### config.mk
export PLATFORM = sky130hd
export DESIGN_NAME = ifu_prefetch
export DESIGN_NICKNAME = d
export VERILOG_FILES = /design/src/rtl/ifu_prefetch.sv
export SDC_FILE = /design/constraint.sdc
export NUM_CORES = 1
export LEC_CHECK = 0
export CAP_MARGIN = 0
export CORE_MARGIN = 2
export CORE_UTILIZATION = 40
export CTS_CLUSTER_SIZE = 14
export DETAILED_ROUTE_END_ITERATION = 8
export GPL_TIMING_DRIVEN = 0
export PLACE_DENSITY_LB_ADDON = 0.05
export SETUP_SLACK_MARGIN = 0.1
export SYNTH_ARGS = -nofsm -noshare
export SYNTH_HDL_FRONTEND = slang
export SYNTH_SLANG_ARGS = --single-unit
### constraint.sdc
create_clock -name clk -period 7.81 [get_ports clk]
set_input_delay 0.781 -clock clk [delete_from_list [all_inputs] [get_ports clk]]
set_output_delay 0.781 -clock clk [all_outputs]
set_load 0.02 [all_outputs]
### src/rtl/ifu_prefetch.sv
// ifu_prefetch: in-order instruction fetch with a credit-limited prefetch FIFO.
// Returned words are tagged with their PC and presented one per cycle to if_id;
// load_hazerd holds the head, flush_flag redirects fetch and discards stale data.
module ifu_prefetch #(
    parameter int              XLEN     = 32,
    parameter int              DEPTH    = 4,
    parameter logic [XLEN-1:0] RESET_PC = '0
) (
    input  logic            clk,
    input  logic            rst,
    input  logic            flush_flag,
    input  logic [XLEN-1:0] flush_addr,
    input  logic            load_hazerd,
    output logic            imem_req,
    output logic [XLEN-1:0] imem_addr,
    input  logic            imem_gnt,
    input  logic            imem_rvalid,
    input  logic [31:0]     imem_rdata,
    output logic [XLEN-1:0] pc,
    output logic [31:0]     instruction,
    output logic            inst_valid
);

    localparam int              AW      = $clog2(DEPTH);
    localparam int              CW      = AW + 1;
    localparam logic [CW:0]     DEPTH_W = (CW+1)'(DEPTH);
    localparam logic [31:0]     NOP     = 32'h0000_0013;

    typedef enum logic [1:0] {IDLE, RUN, DRAIN} state_t;

    state_t          state_q, state_d;
    logic [XLEN-1:0] fetchPc_q, fetchPc_d;
    logic [XLEN-1:0] respPc_q, respPc_d;
    logic [CW-1:0]   rdPtr_q, rdPtr_d;
    logic [CW-1:0]   wrPtr_q, wrPtr_d;
    logic [CW-1:0]   outstanding_q, outstanding_d;
    logic [CW-1:0]   discard_q, discard_d;
    logic [XLEN-1:0] fifoPc_q    [DEPTH];
    logic [31:0]     fifoInstr_q [DEPTH];

    logic [CW-1:0]   occupancy;
    logic [CW:0]     inUse;
    logic            fifoEmpty;
    logic [AW-1:0]   headIdx;
    logic [XLEN-1:0] flushTarget;
    logic            grant;
    logic            respValid;
    logic            keepResp;
    logic            pop;

    assign occupancy   = wrPtr_q - rdPtr_q;
    assign inUse       = {1'b0, occupancy} + {1'b0, outstanding_q};
    assign fifoEmpty   = (wrPtr_q == rdPtr_q);
    assign headIdx     = rdPtr_q[AW-1:0];
    assign flushTarget = flush_addr & ~XLEN'(3);
    assign grant       = imem_req && imem_gnt;
    assign respValid   = imem_rvalid && (outstanding_q != '0);
    assign keepResp    = respValid && (discard_q == '0) && !flush_flag;
    assign pop         = inst_valid && !load_hazerd;

    // Bus request and if_id presentation, derived from current state and credits
    always_comb begin
        imem_req    = 1'b0;
        imem_addr   = fetchPc_q;
        inst_valid  = 1'b0;
        pc          = respPc_q;
        instruction = NOP;
        if ((state_q != IDLE) && (inUse < DEPTH_W) && !flush_flag) begin
            imem_req = 1'b1;
        end
        if (!fifoEmpty) begin
            pc = fifoPc_q[headIdx];
            if (!flush_flag) begin
                inst_valid  = 1'b1;
                instruction = fifoInstr_q[headIdx];
            end
        end
    end

    // Next-state: counters, pointers, PCs and the IDLE/RUN/DRAIN sequencing
    always_comb begin
        state_d       = state_q;
        fetchPc_d     = fetchPc_q;
        respPc_d      = respPc_q;
        rdPtr_d       = rdPtr_q;
        wrPtr_d       = wrPtr_q;
        outstanding_d = outstanding_q;
        discard_d     = discard_q;

        if (grant) begin
            outstanding_d = outstanding_d + CW'(1);
        end
        if (respValid) begin
            outstanding_d = outstanding_d - CW'(1);
        end

        if (flush_flag) begin
            rdPtr_d   = '0;
            wrPtr_d   = '0;
            fetchPc_d = flushTarget;
            respPc_d  = flushTarget;
            discard_d = outstanding_d;
        end else begin
            if (grant) begin
                fetchPc_d = fetchPc_q + XLEN'(4);
            end
            if (pop) begin
                rdPtr_d = rdPtr_q + CW'(1);
            end
            if (respValid) begin
                if (discard_q != '0) begin
                    discard_d = discard_q - CW'(1);
                end else begin
                    wrPtr_d  = wrPtr_q + CW'(1);
                    respPc_d = respPc_q + XLEN'(4);
                end
            end
        end

        case (state_q)
            IDLE:    state_d = RUN;
            RUN:     if (discard_d != '0) state_d = DRAIN;
            DRAIN:   if (discard_d == '0) state_d = RUN;
            default: state_d = IDLE;
        endcase
    end

    // Control registers with synchronous active-low reset
    always_ff @(posedge clk) begin
        if (!rst) begin
            state_q       <= IDLE;
            fetchPc_q     <= RESET_PC;
            respPc_q      <= RESET_PC;
            rdPtr_q       <= '0;
            wrPtr_q       <= '0;
            outstanding_q <= '0;
            discard_q     <= '0;
        end else begin
            state_q       <= state_d;
            fetchPc_q     <= fetchPc_d;
            respPc_q      <= respPc_d;
            rdPtr_q       <= rdPtr_d;
            wrPtr_q       <= wrPtr_d;
            outstanding_q <= outstanding_d;
            discard_q     <= discard_d;
        end
    end

    // FIFO storage: capture each kept response tagged with its expected PC
    always_ff @(posedge clk) begin
        if (rst && keepResp) begin
            fifoPc_q[wrPtr_q[AW-1:0]]    <= respPc_q;
            fifoInstr_q[wrPtr_q[AW-1:0]] <= imem_rdata;
        end
    end

endmodule
======== Word level (Yosys, flattened, before mapping) ========
Memory sizes are Yosys's and may differ from the RTL's. A register that Yosys moved wholly into a read port is not among the register bits.
Cells that the tools add are included.
storage, ports and cells
  bits in writable memories ............... 256
  memories ................................ 2
  input port bits ......................... 70
  word-level logic and storage cells ...... 77
  output and inout bits ................... 98
  register bits after elaboration ......... 78
cells by class
  add/subtract/negate cells ............... 9
  equality and inequality tests ........... 6
  bitwise logic cells ..................... 2
  mux-type cells .......................... 25
  order comparisons ....................... 1
  reductions and logical operators ........ 23
memories
  name         depth  width  read ports  clocked after Yosys merged registers in  wr ports  RTL line  text
  fifoInstr_q  4      32     1           1                                        1         39        logic [31:0] fifoInstr_q [DEPTH];
  fifoPc_q     4      32     1           1                                        1         38        logic [XLEN-1:0] fifoPc_q [DEPTH];
operators by type and width
  cell                     number
  $mux W32                 8
  $add A32 B3 Y32 const B  2
  $mux W3                  5
  $mux W2                  6
  $add A3 B1 Y3 const B    3
  $reduce_bool A3 Y1       3
  $logic_and A1 B1 Y1      8
  $logic_not A3 Y1         2
  $ne A2 B2 Y1 const B     3
  $pmux W2 S3              1
  $reduce_and A2 Y1        3
  $reduce_bool A2 Y1       3
  $sub A3 B1 Y3 const B    2
  $mux W1                  5
  $add A3 B3 Y4            1
  $lt A4 B3 Y1 const B     1
  $eq A3 B3 Y1             1
  $sub A3 B3 Y3            1
  $eq A2 B1 Y1 const B     1
  $eq A2 B2 Y1 const B     1
  $logic_not A1 Y1         2
  $logic_not A2 Y1         1
  $not A1 Y1               2
  $reduce_or A2 Y1         1

======== Depth between registers and ports, before layout ========
Gate-level depths: netlist of the first run.
  word-level depth ........................ 14
  gate-level depth with buffers ........... 16
  mapped depth without buffers ............ 16

======== Worst setup path before layout of the first run ========
No wires, ideal clock.
  path kind ............................... reg2reg
  start point ............................. reg wrPtr_q[0]
  end point ............................... reg state_q[1]
  slack ................................... 4136 ps
  arrival time ............................ 3578 ps
  library setup time ...................... 96 ps
  clock period less this slack ............ 3674 ps
  path buffers ............................ 0
  stages on the path, launching flop included .. 16
  data required time ...................... 7714 ps
  cells stage by stage .................... dfxtp_1 > inv_1 > ha_1 > inv_1 > fa_1 > xnor2_1 > ha_1 > or4_4 > nor3_1 > mux2i_1 > ha_1 > nor3_1 > a211oi_2 > a2bb2o_1 > nor2_1 > nor4b_1
on the way
  longest elaborated chain between the ends .. 14
  elaborated cells on any way between the ends .. 16
  those cells by class .................... add/sub: 3; order compare: 1; eq/ne: 2; mux: 4; reduce/logical: 6
ends and longest elaborated chain
  element                                                        RTL line  text
  from (decl)                                                    35        logic [CW-1:0] wrPtr_q, wrPtr_d;
  from (signal assigned)                                         143       wrPtr_q <= wrPtr_d;
  $sub A3 B3 Y3 (*)                                              51        assign occupancy = wrPtr_q - rdPtr_q;
  $add A3 B3 Y4 (*)                                              52        assign inUse = {1'b0, occupancy} + {1'b0, outstanding_q};
  $lt A4 B3 Y1 (*)                                               68        if ((state_q != IDLE) && (inUse < DEPTH_W) && !flush_flag) begin
  $logic_and A1 B1 Y1 (*) (2 in series)                          68
  $mux W1 (*)                                                    68
  $logic_and A1 B1 Y1 (*)                                        56        assign grant = imem_req && imem_gnt;
  $mux W3 (*)                                                    90        if (grant) begin
  $sub A3 B1 Y3                                                  94        outstanding_d = outstanding_d - CW'(1);
  $mux W3 (*)                                                    93        if (respValid) begin
  $mux W3 (*)                                                    97        if (flush_flag) begin
  $logic_not A3 Y1 / $reduce_bool A3 Y1 (equally long branches)  123, 122
  $ne A2 B2 Y1 (no line)                                         --
  $reduce_and A2 Y1 (no line) (*)                                --
  to (signal assigned)                                           139       state_q <= state_d;
  to (decl)                                                      31        state_t state_q, state_d;
Mark *: on every way between the ends. The rest lies on a longest branch, timed or not.
A chain may end at the register's enable or synchronous reset.

======== Final worst setup path of the first run ========
  start point ............................. reg wrPtr_q[0]
  end point ............................... out pc[31]
on the way
  longest elaborated chain between the ends .. 2
ends and longest elaborated chain
  element       RTL line  text
  $eq A3 B3 Y1  53        assign fifoEmpty = (wrPtr_q == rdPtr_q);
  $mux W32      71        if (!fifoEmpty) begin
  to (decl)     19        output logic [XLEN-1:0] pc,
Every way passes these cells.

==> flow_summary.toml, run 1 <==
[sta]
final_hold_viol_count = 0
skew_ns = 0.0104
rsz0062_at_grt = "false"
setup_tns_ns = 0
setup_viol = 0
fin_crit_ns = 4.52
fmax_mhz = 221
timing.final.crit_share_pct = 57.9
slew_headroom_pct = 19.1
tightest_slew_ns = 1.20
drv_slew = 0

[layout]
area_delta_synth_final_pct = 24.3
drive_gt1_share_pct = 13.3
antennaDiodeCount = 0
nNetsFinal = 1230
final_cell_area_sq_mm = 0.0171
utilization_pct = 50.7

[yosys]
ys.flop_type = "edfxtp_1"
netlist_area_sq_mm = 0.0137
yosysUniqueCellTypes = 59
yosysMostFrequentCell = "edfxtp_1"
postSynthCellCount = 938
ys_top_cells_by_area = "edfxtp_1 (54%), dfxtp_1 (11%), mux4_2 (10%)"
yosysTopAreaCellShare_pct = 54.2
synth.yosys.seq_area_share_pct = 65.2
synth_top_area_cell = "edfxtp_1"
synth_common_cells = "edfxtp_1 (248), dfxtp_1 (76), mux4_2 (62), nor2_1 (59), nand2_1 (51)"
synth_edf_count = 248
avgSynthCellArea_sq_um = 14.7
yosysWarnings = 0
synth_seq_cells = 324
async_reset_ff_share_pct = 0

[drt]
wl_um = 33300
vias_per_cell = 5.34
wl_per_cell_um = 20.6
vias = 8631
final_antenna_net_count = 0
drc = 0
dr.pass1.iters = 5
drtIter0Drc = 547

[worst_setup_path]
start_kind = "register"
reg2reg_from = "wrPtr_q[0]"
worst_setup_path_end_kind = "output port"
crit_required_ns = 7.03
crit_type = "register to output port"
path_max_fanout = 10
worstPathArrival_ns = 3.74
startpoint = "wrPtr_q[0]"

[clock_tree]
cts_resized = 0
clkTransAtPathRegs_ns = 0.06
cts_setup_buffers = 0
cts_sinks = 324
cts_buffers = 36
clk_latency_ns = 0.51
cts_tree = "built"
cts-root-buf = "clkbuf_16"
htree_levels = 2
clockBufferDepth = 3
cts_hold_buffers = 0

[global_route]
grt_max_degree = 54
antenna_found_initial = 0
gr-total-overflow = 0
grt_usage_pct = 18.9
grt_pass1_vias = 9008
grt_pass1_wl_um = 52200

[floorplan]
core_area_sq_mm = 0.0337
io_pins = 168
rows = 67
start_util_pct = 40.8
die-area_sq_mm = 0.0359
fp.dieW_um = 189
die_y_um = 189

[power_and_ir_drop]
power_frac_clock_pct = 37.4
p_sw_mw = 1.02
power_density_mw_per_mm2 = 239
power.share.sequential_pct = 48.6
p_comb_share_pct = 14.0
switching_share_pct = 25.0
power.total_mw = 4.09
ir_worst_vdd_mv = 0.143
leakage_nw = 5.53
intPower_mw = 3.07

[placement]
finalWeightedCongestion = 0.844
placed_cell_area_sq_mm = 0.0160
io_buffers = 160
dp_hpwl_um = 22300

[run_status]
outcome = "complete, no violations"

[job]
max-cap-violations = 0

[hold_path]
min-delay-start = "imem_addr[10]"
min_path_type = "register to register"
metrics by stage:
stage	hold slack [ns]	std cells	setup slack, ns
floorplan	0.485	941	4.14
detailed placement	0.488	1553	3.56
CTS	0.505	1615	3.25
finish	0.516	1615	3.29
global placement	0.484	1549	1.70
global route	0.539	1615	3.12
routing by layer:
layer | global-route usage, % | routed length, um | up-vias
met5 | 0 | 0 | -
met4 | 4.80 | 599 | 0
met3 | 2.87 | 1820 | 47
met2 | 30.3 | 15500 | 260
met1 | 27.1 | 15400 | 4289
li1 | - | - | 4035
worst max-delay path, cell delays in order, from the launching register on:
cell	delay [ns]
dfxtp_1	0.39
inv_1	0.10
ha_1	0.37
nand2_1	0.09
nor2_1	0.67
clkbuf_1	0.64
mux2_2	0.44
clkdlybuf4s50_1	0.55
power by group through the flow:
stage | Combinational [mW] | Clock [mW] | Sequential [mW]
floorplan | 0.335 | 0 | 2.01
global placement | 0.571 | 0 | 2.02
detailed placement | 0.576 | 0 | 2.02
CTS | 0.579 | 1.58 | 1.99
global route | 0.632 | 1.64 | 2.00
finish | 0.574 | 1.53 | 1.99
area by class of cell:
| type | count | area [sq um] |
|---|---|---|
| Buffer | 51 | 221 |
| Clock buffer | 55 | 1010 |
| Tap cell | 448 | 561 |
| Timing Repair Buffer | 164 | 1700 |
| Inverter | 16 | 60.1 |
| Clock inverter | 7 | 38.8 |
| Fill cell | 2964 | 16600 |
| Multi-Input combinational cell | 550 | 4530 |
| Sequential cell | 324 | 8970 |
cells by family (layout without fill, tap and decap cells):
logic type / Yosys count / count (layout) / synth area share, %
flip-flops: 324 / 324 / 65.2
AND/OR/NAND/NOR: 251 / 251 / 9.27
AO/OA/AOI/OAI: 139 / 139 / 6.13
multiplexers: 98 / 98 / 13.1
buffers and inverters: 67 / 293 / 2.05
XOR/XNOR: 41 / 41 / 2.61
adder cells (fa/ha/maj): 17 / 17 / 1.60
other: 1 / 4 / 0.0273
flip-flops by register name (all words and copies together) (netlist names), named ones only:
signal / cells
wrPtr_q: 3
respPc_q: 30
imem_addr: 30
rdPtr_q: 3
state_q: 2
fifoPc_q: 120
outstanding_q: 3
discard_q: 3
fifoInstr_q: 128
worst paths after layout:
| kind | cells after the start | to | slack (ns) |
|---|---|---|---|
| hold / removal | 2 | imem_addr[10] | 0.52 |
| hold reg to reg | 2 | imem_addr[10] | 0.52 |
| setup / recovery | 7 | pc[31] | 3.29 |
| setup reg to reg | 15 | state_q[1] | 3.57 |
placed cells by master (no fill, tap or decap), types with 15 or more instances in the layout:
| master | n |
|---|---|
| ha_1 | 16 |
| edfxtp_1 | 248 |
| nand3_1 | 23 |
| and3_1 | 15 |
| nor2_1 | 59 |
| and2_1 | 31 |
| a21oi_1 | 50 |
| clkbuf_16 | 37 |
| mux4_2 | 62 |
| clkdlybuf4s50_1 | 160 |
| mux2_2 | 30 |
| xnor2_1 | 26 |
| o21ai_0 | 41 |
| dfxtp_1 | 76 |
| nor3_1 | 22 |
| nand2_1 | 51 |
| clkbuf_1 | 54 |
| xor2_1 | 15 |
No activity file was read; power rests on OpenSTA's default activity.
==> run 2, diff against run 1 <==
Clock period 7.81 ns to 4.1 ns, I/O delays scaled along.
==> flow_summary.toml, run 2 (synthesized netlist as in run 1, its figures left out) <==
[run_status]
outcome = "complete, no violations"

[worst_setup_path]
crit_required_ns = 3.69
crit_type = "register to output port"
worst_setup_path_end_kind = "output port"
path_max_fanout = 10
start_kind = "register"
worstPathArrival_ns = 3.41

[drt]
vias = 8618
drc = 0
drtIter0Drc = 581
vias_per_cell = 5.33
final_antenna_net_count = 0
wl_per_cell_um = 20.7
wl_um = 33500
dr.pass1.iters = 5

[placement]
dp_cells = 1553
dp_hpwl_um = 22300
placed_cell_area_sq_mm = 0.0160
pre_cts_slack_ns = -0.145
io_buffers = 160
finalWeightedCongestion = 0.844

[layout]
nNetsFinal = 1232
fillerInstances = 2959
largest_register_ff_count = 128
drive_gt1_share_pct = 14.7
antennaDiodeCount = 0
area_delta_synth_final_pct = 24.9
layout_commonest_cell = "edfxtp_1"
final-instance-count-excl-fill = 1617
final_cell_area_sq_mm = 0.0172
final_cell_mix = "edfxtp_1 (248), clkdlybuf4s50_1 (159), dfxtp_1 (76)"

[sta]
rsz0062_at_grt = "true"
setup_viol = 0
final_hold_viol_count = 0
fin_crit_ns = 3.82
slew_headroom_pct = 19.5
fin_ws_ns = 0.283
holdWs_ns = 0.275
timing.final.crit_share_pct = 93.1
drv_slew = 0
tightest_slew_ns = 1.20
fmax_mhz = 262
skew_ns = 0.0103

[floorplan]
die_y_um = 189
io_pins = 168
die-area_sq_mm = 0.0359
fp.dieW_um = 189
core_area_sq_mm = 0.0337
start_util_pct = 40.8
rows = 67

[global_route]
grt_max_degree = 54
grt_pass1_wl_um = 52200
gr-total-overflow = 0
grt_pass1_vias = 9018
antenna_found_initial = 0
grt_usage_pct = 18.9

[hold_path]
min_path_type = "input port to register"

[power_and_ir_drop]
power_density_mw_per_mm2 = 456
leakage_nw = 5.59
power.total_mw = 7.83
ir_worst_vdd_mv = 0.273

[clock_tree]
cts_sinks = 324
clockBufferDepth = 3
clkTransAtPathRegs_ns = 0.05
cts-root-buf = "clkbuf_16"
cts_tree = "built"
clk_latency_ns = 0.51
cts_buffers = 36
htree_levels = 2

[job]
max-cap-violations = 0
[run 2: changes by cell type in the layout (fill, tap and decap cells not counted), sizes merged]
cell / change
buf: -4
clkbuf: +4
clkdlybuf4s15: +2
clkdlybuf4s50: -1
dlymetal6s2s: +1
[run 2: metal layers]
metal / global-route usage [%] / vias up / part of all wire (%)
met1: 27.0 / 4284 / 46
met4: 4.80 / 0 / 1.7
met3: 2.87 / 46 / 5.2
li1: - / 4043 / -
met5: 0 / - / 0
met2: 30.4 / 245 / 47
[run 2: cell type report]
cell class	count	area, sq um	area share [%]
Buffer	51	244	1.42
Tap cell	448	561	3.27
Sequential cell	324	8970	52.3
Inverter	16	60.1	0.350
Multi-Input combinational cell	550	4560	26.6
Clock buffer	55	1010	5.90
Clock inverter	7	38.8	0.226
Timing Repair Buffer	166	1710	9.99
[run 2: path summary, 6_finish.rpt]
| check | from | end | slack (ns) | cells after the start |
|---|---|---|---|---|
| worst max-delay path | wrPtr_q[0] | pc[30] | 0.28 | 7 |
| worst min-delay path | flush_flag | discard_q[2] | 0.28 | 3 |
| worst max register to register | wrPtr_q[0] | state_q[0] | 0.29 | 15 |
| worst min register to register | imem_addr[17] | imem_addr[17] | 0.51 | 2 |
[run 2: timing repair]
item                       4_1_cts  5_1_grt
pin swaps                        0        2
hold buffers                     0        0
gates resized for setup          8       17
setup endpoints to repair       33       48
buffers inserted                 0        2
[run 2: report_power, final]
| part | switching [mW] | total [mW] | internal, mW |
|---|---|---|---|
| sequential | 0.125 | 3.78 | 3.66 |
| combinational | 0.625 | 1.13 | 0.506 |
| clock | 1.21 | 2.91 | 1.70 |
[run 2: stage by stage]
| step | TNS (ns) | util, % |
|---|---|---|
| finish | 0 | 50.9 |
| global route | 0 | 50.9 |
| CTS | 0 | 50.8 |
| detailed placement | -0.175 | 47.6 |
| global placement | -400.83 | 47.2 |
| floorplan | 0 | - |
[run 2: worst max-delay path, stage by stage (launching register included)]
cell and delay [ns]:
dfxtp_1 0.39, inv_1 0.10, ha_1 0.37, nand2_1 0.10
nor2_2 0.44, clkbuf_1 0.55, mux2_2 0.42, clkdlybuf4s50_1 0.54
==> run 3, diff against run 2 <==
Settings changed: ABC_CLOCK_PERIOD_IN_PS from default to 4100.
==> results of run 3 <==
No change in the layout: final DEF, timing and power equal those of run 2.
